<file path="src/rtl/wb_commit_unit_pkg.sv">
// Shared constants for the writeback commit unit: defaults and load-size encodings.
package wb_commit_unit_pkg;

  localparam int unsigned DEF_WORD_WIDTH     = 32;
  localparam int unsigned DEF_REG_FILE_DEPTH = 4;
  localparam int unsigned DEF_FIFO_DEPTH     = 4;

  typedef enum logic [1:0] {
    SZ_BYTE = 2'b00,
    SZ_HALF = 2'b01,
    SZ_WORD = 2'b10,
    SZ_FULL = 2'b11
  } mem_size_e;

  // Number of meaningful bits a load of the given size returns.
  function automatic logic [6:0] lane_bits(input logic [1:0] size, input int unsigned word_width);
    case (size)
      SZ_BYTE: lane_bits = 7'd8;
      SZ_HALF: lane_bits = 7'd16;
      SZ_WORD: lane_bits = 7'd32;
      default: lane_bits = 7'(word_width);
    endcase
  endfunction

endpackage

</file>
<file path="src/rtl/wb_fifo.sv">
// Per-channel {dst, value} queue with wrap-bit pointers and a pending-dst lookup.
module wb_fifo #(
  parameter int unsigned DEPTH = 4,
  parameter int unsigned DST_W = 4,
  parameter int unsigned VAL_W = 32
) (
  input  logic             clk,
  input  logic             rst,
  input  logic             push_i,
  input  logic [DST_W-1:0] push_dst_i,
  input  logic [VAL_W-1:0] push_val_i,
  input  logic             pop_i,
  input  logic [DST_W-1:0] chk_reg_i,
  output logic             full_o,
  output logic             empty_o,
  output logic [DST_W-1:0] head_dst_o,
  output logic [VAL_W-1:0] head_val_o,
  output logic             chk_hit_o
);

  localparam int unsigned AW = $clog2(DEPTH);
  localparam int unsigned PW = AW + 1;

  logic [PW-1:0]    wr_q, wr_d, rd_q, rd_d;
  logic [PW-1:0]    count;
  logic [AW-1:0]    idx;
  logic             do_push, do_pop;
  logic [DST_W-1:0] dst_mem_q [DEPTH];
  logic [VAL_W-1:0] val_mem_q [DEPTH];

  assign full_o     = (wr_q[AW] != rd_q[AW]) && (wr_q[AW-1:0] == rd_q[AW-1:0]);
  assign empty_o    = (wr_q == rd_q);
  assign count      = wr_q - rd_q;
  assign head_dst_o = dst_mem_q[rd_q[AW-1:0]];
  assign head_val_o = val_mem_q[rd_q[AW-1:0]];
  assign do_push    = push_i && !full_o;
  assign do_pop     = pop_i && !empty_o;

  always_comb begin
    wr_d = wr_q;
    rd_d = rd_q;
    if (do_push) wr_d = wr_q + PW'(1);
    if (do_pop)  rd_d = rd_q + PW'(1);
  end

  always_ff @(posedge clk or posedge rst) begin
    if (rst) begin
      wr_q <= '0;
      rd_q <= '0;
    end else begin
      wr_q <= wr_d;
      rd_q <= rd_d;
    end
  end

  // Payload storage needs no reset: occupancy is defined by the pointers alone.
  always_ff @(posedge clk) begin
    if (do_push) begin
      dst_mem_q[wr_q[AW-1:0]] <= push_dst_i;
      val_mem_q[wr_q[AW-1:0]] <= push_val_i;
    end
  end

  always_comb begin
    chk_hit_o = 1'b0;
    idx       = '0;
    for (int unsigned i = 0; i < DEPTH; i++) begin
      idx = rd_q[AW-1:0] + AW'(i);
      if ((PW'(i) < count) && (dst_mem_q[idx] == chk_reg_i)) chk_hit_o = 1'b1;
    end
  end

endmodule

</file>
<file path="src/rtl/wb_commit_unit.sv">
// Writeback commit unit: queues ALU results and aligned load data, then commits one
// entry per cycle to the register file using round-robin arbitration.
module wb_commit_unit
  import wb_commit_unit_pkg::*;
#(
  parameter int unsigned WORD_WIDTH     = DEF_WORD_WIDTH,
  parameter int unsigned REG_FILE_DEPTH = DEF_REG_FILE_DEPTH,
  parameter int unsigned FIFO_DEPTH     = DEF_FIFO_DEPTH
) (
  input  logic                               clk,
  input  logic                               rst,
  input  logic                               alu_valid,
  output logic                               alu_ready,
  input  logic [REG_FILE_DEPTH-1:0]          alu_dst,
  input  logic [WORD_WIDTH-1:0]              alu_res,
  input  logic                               mem_valid,
  output logic                               mem_ready,
  input  logic [REG_FILE_DEPTH-1:0]          mem_dst,
  input  logic [WORD_WIDTH-1:0]              mem_data,
  input  logic [1:0]                         mem_size,
  input  logic                               mem_signed,
  input  logic [$clog2(WORD_WIDTH/8)-1:0]    mem_offset,
  output logic                               WB_en_out,
  output logic [REG_FILE_DEPTH-1:0]          WB_Dest,
  output logic [WORD_WIDTH-1:0]              WB_Value,
  input  logic [REG_FILE_DEPTH-1:0]          chk_reg,
  output logic                               chk_hit,
  output logic                               busy
);

  localparam int unsigned OW = $clog2(WORD_WIDTH / 8);

  logic                      alu_full, alu_empty, alu_hit;
  logic                      mem_full, mem_empty, mem_hit;
  logic [REG_FILE_DEPTH-1:0] alu_head_dst, mem_head_dst;
  logic [WORD_WIDTH-1:0]     alu_head_val, mem_head_val;
  logic                      grant_alu, grant_mem;

  logic [OW-1:0]             off_al;
  logic [6:0]                lane_w;
  logic [WORD_WIDTH-1:0]     shifted, lane_mask, load_val;
  logic                      sign_bit;

  logic                      wb_en_q, wb_en_d;
  logic [REG_FILE_DEPTH-1:0] wb_dest_q, wb_dest_d;
  logic [WORD_WIDTH-1:0]     wb_val_q, wb_val_d;
  logic                      rr_mem_last_q, rr_mem_last_d;

  assign alu_ready = !alu_full;
  assign mem_ready = !mem_full;

  // Load alignment: shift the addressed lane to bit 0, then mask and extend.
  always_comb begin
    off_al = mem_offset;
    lane_w = lane_bits(mem_size, WORD_WIDTH);
    case (mem_size_e'(mem_size))
      SZ_BYTE: off_al = mem_offset;
      SZ_HALF: off_al[0] = 1'b0;
      SZ_WORD: off_al[1:0] = 2'b00;
      default: off_al = '0;
    endcase
    shifted   = mem_data >> {off_al, 3'b000};
    lane_mask = {WORD_WIDTH{1'b1}} >> (7'(WORD_WIDTH) - lane_w);
    sign_bit  = mem_signed && |(shifted & (lane_mask ^ (lane_mask >> 1)));
    load_val  = (shifted & lane_mask) | (sign_bit ? ~lane_mask : '0);
  end

  wb_fifo #(
    .DEPTH (FIFO_DEPTH),
    .DST_W (REG_FILE_DEPTH),
    .VAL_W (WORD_WIDTH)
  ) u_alu_fifo (
    .clk        (clk),
    .rst        (rst),
    .push_i     (alu_valid && alu_ready),
    .push_dst_i (alu_dst),
    .push_val_i (alu_res),
    .pop_i      (grant_alu),
    .chk_reg_i  (chk_reg),
    .full_o     (alu_full),
    .empty_o    (alu_empty),
    .head_dst_o (alu_head_dst),
    .head_val_o (alu_head_val),
    .chk_hit_o  (alu_hit)
  );

  wb_fifo #(
    .DEPTH (FIFO_DEPTH),
    .DST_W (REG_FILE_DEPTH),
    .VAL_W (WORD_WIDTH)
  ) u_mem_fifo (
    .clk        (clk),
    .rst        (rst),
    .push_i     (mem_valid && mem_ready),
    .push_dst_i (mem_dst),
    .push_val_i (load_val),
    .pop_i      (grant_mem),
    .chk_reg_i  (chk_reg),
    .full_o     (mem_full),
    .empty_o    (mem_empty),
    .head_dst_o (mem_head_dst),
    .head_val_o (mem_head_val),
    .chk_hit_o  (mem_hit)
  );

  // Round-robin: when both queues hold work, the channel not served last time wins.
  always_comb begin
    grant_alu     = !alu_empty && (mem_empty || rr_mem_last_q);
    grant_mem     = !mem_empty && !grant_alu;
    wb_en_d       = grant_alu || grant_mem;
    wb_dest_d     = wb_dest_q;
    wb_val_d      = wb_val_q;
    rr_mem_last_d = rr_mem_last_q;
    if (grant_alu) begin
      wb_dest_d     = alu_head_dst;
      wb_val_d      = alu_head_val;
      rr_mem_last_d = 1'b0;
    end else if (grant_mem) begin
      wb_dest_d     = mem_head_dst;
      wb_val_d      = mem_head_val;
      rr_mem_last_d = 1'b1;
    end
  end

  // Resetting rr to "MEM served last" lets ALU win the first contested cycle.
  always_ff @(posedge clk or posedge rst) begin
    if (rst) begin
      wb_en_q       <= 1'b0;
      wb_dest_q     <= '0;
      wb_val_q      <= '0;
      rr_mem_last_q <= 1'b1;
    end else begin
      wb_en_q       <= wb_en_d;
      wb_dest_q     <= wb_dest_d;
      wb_val_q      <= wb_val_d;
      rr_mem_last_q <= rr_mem_last_d;
    end
  end

  assign WB_en_out = wb_en_q;
  assign WB_Dest   = wb_dest_q;
  assign WB_Value  = wb_val_q;
  assign chk_hit   = alu_hit || mem_hit || (wb_en_q && (wb_dest_q == chk_reg));
  assign busy      = !alu_empty || !mem_empty || wb_en_q;

endmodule

</file>
<file path="config.mk">
export PLATFORM = sky130hd
export DESIGN_NAME = wb_commit_unit
export DESIGN_NICKNAME = d
export VERILOG_FILES = /design/src/rtl/wb_commit_unit_pkg.sv /design/src/rtl/wb_fifo.sv /design/src/rtl/wb_commit_unit.sv
export SDC_FILE = /design/constraint.sdc
export NUM_CORES = 1
export LEC_CHECK = 0
export CAP_MARGIN = 10
export CORE_ASPECT_RATIO = 0.9
export CORE_MARGIN = 3
export CORE_UTILIZATION = 62
export DETAILED_ROUTE_END_ITERATION = 10
export PLACE_DENSITY = 0.85
export SYNTH_ARGS = -nofsm -noshare
export SYNTH_HDL_FRONTEND = slang
export SYNTH_SLANG_ARGS = --single-unit
</file>
<file path="constraint.sdc">
create_clock -name clk -period 6.65 [get_ports clk]
set_input_delay 0.9975 -clock clk [delete_from_list [all_inputs] [get_ports clk]]
set_output_delay 0.9975 -clock clk [all_outputs]
set_load 0.02 [all_outputs]
</file>
==> flow_results.xml, run 1 <==
<?xml version="1.0" encoding="UTF-8"?>
<metrics>
  <group name="clocking">
    <metric name="cts_inserted_buffers" unit="">34</metric>
    <metric name="root_buffer_selected_by_cts" unit="">sky130_fd_sc_hd__clkbuf_16</metric>
    <metric name="cts_tree" unit="">built</metric>
    <metric name="clock_latency" unit="ps">520</metric>
    <metric name="clkSlewWorstSetupHoldPaths" unit="ps">60</metric>
    <metric name="postCtsSetupRepairBufs" unit="">0</metric>
    <metric name="clk_path_buf_depth" unit="">3</metric>
    <metric name="post_cts.resized_instances" unit="">0</metric>
    <metric name="cts-hold-fix-buffers" unit="">0</metric>
    <metric name="ctsHtreeMaxLevel" unit="">2</metric>
    <metric name="numClockSinks" unit="">338</metric>
  </group>
  <group name="logic_synthesis">
    <metric name="postSynthNetCount" unit="">915</metric>
    <metric name="number_of_warnings_reported_in_the_yosys_synthesis_log" unit="">0</metric>
    <metric name="postSynthCellCount" unit="">811</metric>
    <metric name="synth_area" unit="sq mm">0.0146</metric>
    <metric name="synth_most_common_cell" unit="">sky130_fd_sc_hd__edfxtp_1</metric>
    <metric name="synth_area_leader_cell" unit="">sky130_fd_sc_hd__edfxtp_1</metric>
    <metric name="synth_top_cell_area_share" unit="%">59.3</metric>
    <metric name="ys_top_cells_by_count" unit="">sky130_fd_sc_hd__edfxtp_1, sky130_fd_sc_hd__mux4_2, sky130_fd_sc_hd__mux2i_1, sky130_fd_sc_hd__nand2_1, sky130_fd_sc_hd__dfrtp_1</metric>
    <metric name="ys_types" unit="">44</metric>
    <metric name="synth-seq-area-share" unit="%">67.9</metric>
    <metric name="synth-main-ff-cell" unit="">sky130_fd_sc_hd__edfxtp_1</metric>
    <metric name="avg_synthesized_cell_area" unit="sq um">18.0</metric>
    <metric name="synthArstFlopShare" unit="%">14.8</metric>
    <metric name="yosys-top-cells-area" unit="">sky130_fd_sc_hd__edfxtp_1, sky130_fd_sc_hd__mux4_2, sky130_fd_sc_hd__dfrtp_1, sky130_fd_sc_hd__mux2i_1, sky130_fd_sc_hd__xor2_1</metric>
    <metric name="synth.ff_latch_count" unit="">338</metric>
    <metric name="count_of_flip_flops_with_a_built_in_enable_after_synthesis" unit="">288</metric>
  </group>
  <group name="placed_design">
    <metric name="portBuffers" unit="">125</metric>
    <metric name="placed_cell_area" unit="sq mm">0.0161</metric>
    <metric name="placed_wire_length_estimate" unit="microns">19200</metric>
    <metric name="gp_routability_congestion" unit="">0.855</metric>
  </group>
  <group name="detailed_routing">
    <metric name="detail_route.first_pass.iterations" unit="">6</metric>
    <metric name="initialDrtViolationCount" unit="">868</metric>
    <metric name="detail_route.wirelength.met1" unit="microns">12400</metric>
    <metric name="detailroute.wirelength.met3" unit="microns">2580</metric>
    <metric name="detailroute.wirelength.met2" unit="microns">16400</metric>
    <metric name="drt_wl_total" unit="microns">32300</metric>
    <metric name="post_drt_wl_per_cell" unit="microns">25.6</metric>
    <metric name="vias_per_cell" unit="">6.46</metric>
    <metric name="vias" unit="">8140</metric>
    <metric name="drc" unit="">0</metric>
    <metric name="final_antenna_net_count" unit="">0</metric>
    <metric name="routed.top_layer" unit="">met4</metric>
  </group>
  <group name="worst_hold_path">
    <metric name="worstHoldPathCells" unit="">2</metric>
    <metric name="timing.hold.worst.class" unit="">register to register</metric>
  </group>
  <group name="critical_path">
    <metric name="timing.critical_path.from_type" unit="">register</metric>
    <metric name="worstPathMaxFanout" unit="">42</metric>
    <metric name="worst_r2r_path_depth" unit="">8</metric>
    <metric name="regToRegEndpoint" unit="">WB_Value[30]$_DFFE_PP0P_</metric>
    <metric name="setup.worst_path.end" unit="">chk_hit</metric>
    <metric name="path_cells" unit="">inv_1, fa_1, nand2b_1, a2111oi_0, a21oi_1, nand4_1, clkdlybuf4s50_1</metric>
    <metric name="timing.critical_path.max_delay_family" unit="">flip-flops</metric>
    <metric name="worst-path-stages" unit="">7</metric>
    <metric name="reg2reg_setup_slack" unit="ps">3140</metric>
    <metric name="timing.critical_path.to_type" unit="">output port</metric>
    <metric name="criticalPathCategory" unit="">register to output port</metric>
    <metric name="cp.required" unit="ps">5650</metric>
    <metric name="r2r_start" unit="">u_alu_fifo.rd_q[1]$_DFFE_PP0P_</metric>
    <metric name="timing.critical_path.slowest_cell_delay" unit="ps">1160</metric>
    <metric name="timing.critical_path.arrival" unit="ps">4210</metric>
    <metric name="startpoint" unit="">u_alu_fifo.rd_q[1]$_DFFE_PP0P_</metric>
    <metric name="cp_slowest_cell" unit="">sky130_fd_sc_hd__dfrtp_2</metric>
    <metric name="cp.buffers_inverters" unit="">2</metric>
  </group>
  <group name="global_routing">
    <metric name="overflow" unit="">0</metric>
    <metric name="grt_pass1_vias" unit="">8473</metric>
    <metric name="grt_use_total" unit="%">26.0</metric>
    <metric name="grt_max_degree" unit="">67</metric>
    <metric name="grt_antenna_before_repair" unit="">0</metric>
    <metric name="grt_pass1_wl" unit="microns">49300</metric>
  </group>
  <group name="floorplan">
    <metric name="die_x" unit="microns">168</metric>
    <metric name="num_rows" unit="">52</metric>
    <metric name="design.core.area" unit="sq mm">0.0228</metric>
    <metric name="initial_core_util" unit="%">63.9</metric>
    <metric name="vertical_die_dimension" unit="microns">152</metric>
    <metric name="ios" unit="">126</metric>
    <metric name="dieArea" unit="sq mm">0.0254</metric>
  </group>
  <group name="power_and_ir_drop">
    <metric name="share_comb_of_total_power" unit="%">38.1</metric>
    <metric name="power_per_cell_area" unit="mW/mm^2">494</metric>
    <metric name="seq_power_share" unit="%">39.0</metric>
    <metric name="leakagePower" unit="nW">6.04</metric>
    <metric name="swShare" unit="%">33.7</metric>
    <metric name="internal_power" unit="mW">5.65</metric>
    <metric name="p_switching" unit="mW">2.87</metric>
    <metric name="ir_drop" unit="V">0.000529</metric>
    <metric name="clock_group_share_of_total_power" unit="%">22.9</metric>
  </group>
  <group name="final_layout">
    <metric name="num_antenna_cells" unit="">0</metric>
    <metric name="fillers" unit="">1260</metric>
    <metric name="post_route_cells_drive_above_1_share" unit="%">18.3</metric>
    <metric name="fin_util" unit="%">75.5</metric>
    <metric name="final_net_count" unit="">1042</metric>
    <metric name="area_of_all_placed_cells_without_fillers" unit="sq mm">0.0172</metric>
    <metric name="area_growth" unit="%">18.2</metric>
  </group>
  <group name="sta">
    <metric name="timing.clock.skew" unit="ps">12.3</metric>
    <metric name="report.final.slew_viol_count" unit="">0</metric>
    <metric name="tightestPinTransition" unit="ps">1200</metric>
    <metric name="tns" unit="ps">0</metric>
    <metric name="timing.final.setup_violations" unit="">0</metric>
    <metric name="grt_setup_unrepaired" unit="">no</metric>
    <metric name="finalHoldWorstSlack" unit="ps">478</metric>
    <metric name="timing.final.hold_violations" unit="">0</metric>
    <metric name="timing.final.crit_share" unit="%">78.3</metric>
    <metric name="finalCriticalPeriod" unit="ps">5200</metric>
    <metric name="fmax" unit="MHz">192</metric>
    <metric name="max-slew-margin-rel" unit="%">19.8</metric>
  </group>
  <group name="run_status">
    <metric name="status" unit="">complete, no violations</metric>
  </group>
  <group name="job">
    <metric name="drv_cap" unit="">0</metric>
  </group>
</metrics>
## how the worst min path moves through the flow
stage	slack [ps]	start	end
3_5_place_dp	470	WB_Value[19]$_DFFE_PP0P_	WB_Value[19]$_DFFE_PP0P_
3_3_place_gp	460	WB_Value[0]$_DFFE_PP0P_	WB_Value[0]$_DFFE_PP0P_
2_1_floorplan	460	u_mem_fifo.rd_q[2]$_DFFE_PP0P_	u_mem_fifo.rd_q[2]$_DFFE_PP0P_
5_1_grt	510	WB_Value[4]$_DFFE_PP0P_	WB_Value[4]$_DFFE_PP0P_
4_1_cts	480	WB_Value[19]$_DFFE_PP0P_	WB_Value[19]$_DFFE_PP0P_
6_report	480	WB_Value[19]$_DFFE_PP0P_	WB_Value[19]$_DFFE_PP0P_
## registers in the layout, indices dropped and copies added, names as in the netlist
register / cells
WB_en_out: 1
u_alu_fifo.rd_q: 3
u_mem_fifo.rd_q: 3
u_alu_fifo.dst_mem_q: 16
u_mem_fifo.wr_q: 3
u_mem_fifo.val_mem_q: 128
u_alu_fifo.wr_q: 3
u_mem_fifo.dst_mem_q: 16
rr_mem_last_q: 1
WB_Dest: 4
u_alu_fifo.val_mem_q: 128
WB_Value: 32
## metal layers
metal | track usage (%) | vias to the layer above
met1 | 35.7 | 4162
met2 | 43.3 | 431
li1 | - | 3471
met4 | 8.47 | 0
met5 | 0 | -
met3 | 5.16 | 76
## kinds of logic after synthesis
group	count (synthesis)	synth area share (%)
xor+xnor	48	2.88
flops	338	67.9
compound gates	89	3.44
mux	154	18.7
fa+ha+maj	19	1.73
buf+inv	57	1.81
simple gates	106	3.61
## worst min-delay path: stages (launching register included)
cell and delay (ps):
sky130_fd_sc_hd__dfrtp_1 340, sky130_fd_sc_hd__nand2_1 40, sky130_fd_sc_hd__o21ai_0 60
## area by class of cell
type / count / area (sq um) / area share (%)
sequential: 338 / 9910 / 57.4
multi-input combinational: 416 / 4440 / 25.7
timing repair buffer: 134 / 1320 / 7.65
clock buffer: 41 / 928 / 5.38
tap: 297 / 372 / 2.15
clock inverter: 20 / 231 / 1.34
inverter: 14 / 52.6 / 0.305
## power by group through the flow
stage          registers (mW)  logic, mW  clock network, mW
2_1_floorplan            3.31       2.25                  0
4_1_cts                  3.33       3.26               1.98
3_5_place_dp             3.34       3.22                  0
6_report                 3.32       3.24               1.96
5_1_grt                  3.38       3.48               2.08
3_3_place_gp             3.30       3.16                  0
## placed cells by master (no fill, tap or decap), drive strengths merged, types with 2 or more instances in the layout
cell and n:
buf 9, fa 2, and2 2, xnor2 22, clkdlybuf4s50 125, nand2 55, nor2b 2, o21ai 54
o22ai 5, mux4 94, clkbuf 41, clkinvlp 3, bufinv 4, and3 16, inv 16, nor3b 2
a21o 10, nand2b 5, nor4 5, clkinv 11, edfxtp 288, nor3 3, nand3 6, mux2i 55
nor2 6, xor2 26, dfrtp 49, ha 17, mux2 5, a21oi 13
## stage by stage
step,setup WS (ps),std cells,total power [mW]
4_1_cts,1470,1260,8.57
2_1_floorplan,3060,811,5.56
5_1_grt,1310,1260,8.94
3_3_place_gp,2190,1199,6.46
3_5_place_dp,1850,1199,6.56
6_report,1450,1260,8.52
(Power assumes the default switching activity.)
==> run 2: changes to the inputs <==
CORE_UTILIZATION = 52   (was 62)
PLACE_DENSITY = 0.76   (was 0.85)
clock period = 4.15 ns   (was 6.65 ns; I/O delays follow)
==> run 2 against run 1 <==
Utilization fell by 12 points. Global-route usage fell by 5.4 points. Critical endpoint unchanged. Cell count rose by 5.4%.
==> flow_results.xml, run 2 (synthesis gave the netlist of run 1 again) <==
<?xml version="1.0" encoding="UTF-8"?>
<metrics>
  <group name="run_status">
    <metric name="status" unit="">complete, no violations</metric>
  </group>
  <group name="placed_design">
    <metric name="placed_cells_incl_taps" unit="">1265</metric>
    <metric name="placed_wire_length_estimate" unit="microns">19900</metric>
    <metric name="gp_routability_congestion" unit="">0.844</metric>
    <metric name="portBuffers" unit="">125</metric>
    <metric name="placed_cell_area" unit="sq mm">0.0162</metric>
    <metric name="placement.setup.worst_slack" unit="ps">499</metric>
  </group>
  <group name="job">
    <metric name="drv_cap" unit="">0</metric>
  </group>
  <group name="critical_path">
    <metric name="path_cells" unit="">ha_2, mux4_2, xnor2_1, nand3_1, or3_1, nand4_1, clkdlybuf4s50_1</metric>
    <metric name="timing.critical_path.to_type" unit="">output port</metric>
    <metric name="timing.critical_path.from_type" unit="">register</metric>
    <metric name="r2r_start" unit="">u_mem_fifo.rd_q[1]$_DFFE_PP0P_</metric>
    <metric name="worstPathMaxFanout" unit="">9</metric>
    <metric name="worst_r2r_path_depth" unit="">10</metric>
    <metric name="regToRegEndpoint" unit="">WB_Value[11]$_DFFE_PP0P_</metric>
    <metric name="timing.critical_path.slowest_cell_delay" unit="ps">610</metric>
    <metric name="cp_slowest_cell" unit="">sky130_fd_sc_hd__clkdlybuf4s50_1</metric>
    <metric name="reg2reg_setup_slack" unit="ps">980</metric>
    <metric name="cp.buffers_inverters" unit="">1</metric>
    <metric name="criticalPathCategory" unit="">register to output port</metric>
    <metric name="startpoint" unit="">u_alu_fifo.rd_q[0]$_DFFE_PP0P_</metric>
    <metric name="timing.critical_path.max_delay_family" unit="">buffers and inverters</metric>
    <metric name="timing.critical_path.arrival" unit="ps">3390</metric>
    <metric name="cp.required" unit="ps">3530</metric>
  </group>
  <group name="power_and_ir_drop">
    <metric name="ir_drop" unit="V">0.000359</metric>
    <metric name="power_per_cell_area" unit="mW/mm^2">779</metric>
    <metric name="leakagePower" unit="nW">6.09</metric>
  </group>
  <group name="floorplan">
    <metric name="num_rows" unit="">57</metric>
    <metric name="initial_core_util" unit="%">53.4</metric>
    <metric name="dieArea" unit="sq mm">0.0301</metric>
    <metric name="ios" unit="">126</metric>
    <metric name="design.core.area" unit="sq mm">0.0273</metric>
    <metric name="vertical_die_dimension" unit="microns">165</metric>
    <metric name="die_x" unit="microns">183</metric>
  </group>
  <group name="clocking">
    <metric name="ctsHtreeMaxLevel" unit="">2</metric>
    <metric name="clock_latency" unit="ps">510</metric>
    <metric name="postCtsSetupRepairBufs" unit="">0</metric>
    <metric name="numClockSinks" unit="">338</metric>
    <metric name="cts_inserted_buffers" unit="">35</metric>
    <metric name="cts_tree" unit="">built</metric>
    <metric name="post_cts.resized_instances" unit="">1</metric>
    <metric name="cts-hold-fix-buffers" unit="">0</metric>
    <metric name="clkSlewWorstSetupHoldPaths" unit="ps">60</metric>
    <metric name="clk_path_buf_depth" unit="">3</metric>
    <metric name="root_buffer_selected_by_cts" unit="">sky130_fd_sc_hd__clkbuf_16</metric>
  </group>
  <group name="sta">
    <metric name="timing.final.setup_violations" unit="">0</metric>
    <metric name="report.final.slew_viol_count" unit="">0</metric>
    <metric name="max-slew-margin-rel" unit="%">24.9</metric>
    <metric name="grt_setup_unrepaired" unit="">no</metric>
    <metric name="timing.clock.skew" unit="ps">14.6</metric>
    <metric name="fmax" unit="MHz">249</metric>
    <metric name="timing.final.hold_violations" unit="">0</metric>
    <metric name="postLayoutSetupSlackWorst" unit="ps">137</metric>
    <metric name="tns" unit="ps">0</metric>
    <metric name="tightestPinTransition" unit="ps">1130</metric>
    <metric name="timing.final.crit_share" unit="%">96.7</metric>
    <metric name="finalCriticalPeriod" unit="ps">4010</metric>
  </group>
  <group name="global_routing">
    <metric name="grt_antenna_before_repair" unit="">1</metric>
    <metric name="overflow" unit="">0</metric>
    <metric name="grt_max_degree" unit="">66</metric>
    <metric name="grt_pass1_wl" unit="microns">47000</metric>
    <metric name="grt_pass1_vias" unit="">8002</metric>
    <metric name="grt_use_total" unit="%">20.7</metric>
  </group>
  <group name="worst_hold_path">
    <metric name="worstHoldPathCells" unit="">2</metric>
    <metric name="hold_end" unit="">WB_Value[7]$_DFFE_PP0P_</metric>
    <metric name="hold_path.startpoint" unit="">WB_Value[7]$_DFFE_PP0P_</metric>
    <metric name="timing.hold.worst.class" unit="">register to register</metric>
  </group>
  <group name="detailed_routing">
    <metric name="detail_route.first_pass.iterations" unit="">5</metric>
    <metric name="drc" unit="">0</metric>
    <metric name="initialDrtViolationCount" unit="">774</metric>
    <metric name="final_antenna_net_count" unit="">0</metric>
    <metric name="vias_per_cell" unit="">5.88</metric>
    <metric name="post_drt_wl_per_cell" unit="microns">23.1</metric>
    <metric name="vias" unit="">7803</metric>
    <metric name="drt_wl_total" unit="microns">30700</metric>
  </group>
  <group name="final_layout">
    <metric name="layout_common_cells" unit="">sky130_fd_sc_hd__edfxtp_1, sky130_fd_sc_hd__clkdlybuf4s50_1, sky130_fd_sc_hd__mux4_2</metric>
    <metric name="fin_util" unit="%">63.7</metric>
    <metric name="post_route_cells_drive_above_1_share" unit="%">19.0</metric>
    <metric name="post_layout_nonfiller_instances" unit="">1328</metric>
    <metric name="num_antenna_cells" unit="">0</metric>
    <metric name="fillers" unit="">1896</metric>
    <metric name="area_of_all_placed_cells_without_fillers" unit="sq mm">0.0174</metric>
    <metric name="final_net_count" unit="">1052</metric>
    <metric name="area_growth" unit="%">19.3</metric>
    <metric name="layout.cells.most_common" unit="">sky130_fd_sc_hd__edfxtp_1</metric>
  </group>
</metrics>
==> run 2: worst max-delay path by stage <==
stage                     cells after the start  endpoint  slack (ps)
after global placement                        7   chk_hit         560
after floorplan                               9   chk_hit         930
after CTS                                     7   chk_hit         0.2
final                                         7   chk_hit         140
after detailed placement                      9   chk_hit         500
after global routing                          7   chk_hit           3
==> run 2: final cells by class <==
type,count,area [sq um],share of cell area [%]
flip-flops and latches,338,9910,56.9
multi-input cells,416,4450,25.6
repair buffers,143,1420,8.18
clock buffers,41,930,5.34
well taps,354,443,2.55
clock inverters,22,195,1.12
inverters,14,52.6,0.302
==> run 2: stage by stage <==
step / power (mW) / hold WS (ps)
after CTS: 13.7 / 483
final: 13.6 / 476
after floorplan: 8.90 / 460
after detailed placement: 10.6 / 470
after global placement: 10.5 / 463
after global routing: 14.3 / 503
==> run 2: tightest hold or removal path, stage by stage (launching register included) <==
cell,delay [ps]
sky130_fd_sc_hd__dfrtp_1,340
sky130_fd_sc_hd__nand2_1,40
sky130_fd_sc_hd__o21ai_0,60
==> run 2: where the power goes <==
group | switching, mW | internal [mW] | leakage, nW | total [mW]
logic | 2.88 | 2.52 | 2.31 | 5.40
clock network | 1.24 | 1.80 | 0.552 | 3.04
registers | 0.367 | 4.76 | 3.23 | 5.12
==> run 2: metal layers <==
metal	up-vias	global-route usage, %	wire (microns)
met5	-	0	12
met1	4010	29.9	13400
met3	49	3.85	1940
met2	254	32.8	14800
met4	2	5.68	620
li1	3488	-	-
==> run 3: changes to the inputs <==
CTS_CLUSTER_SIZE = 40   (was unset)
==> results of run 3 <==
Same layout as run 2: the final DEF is identical, and so are final timing and power.
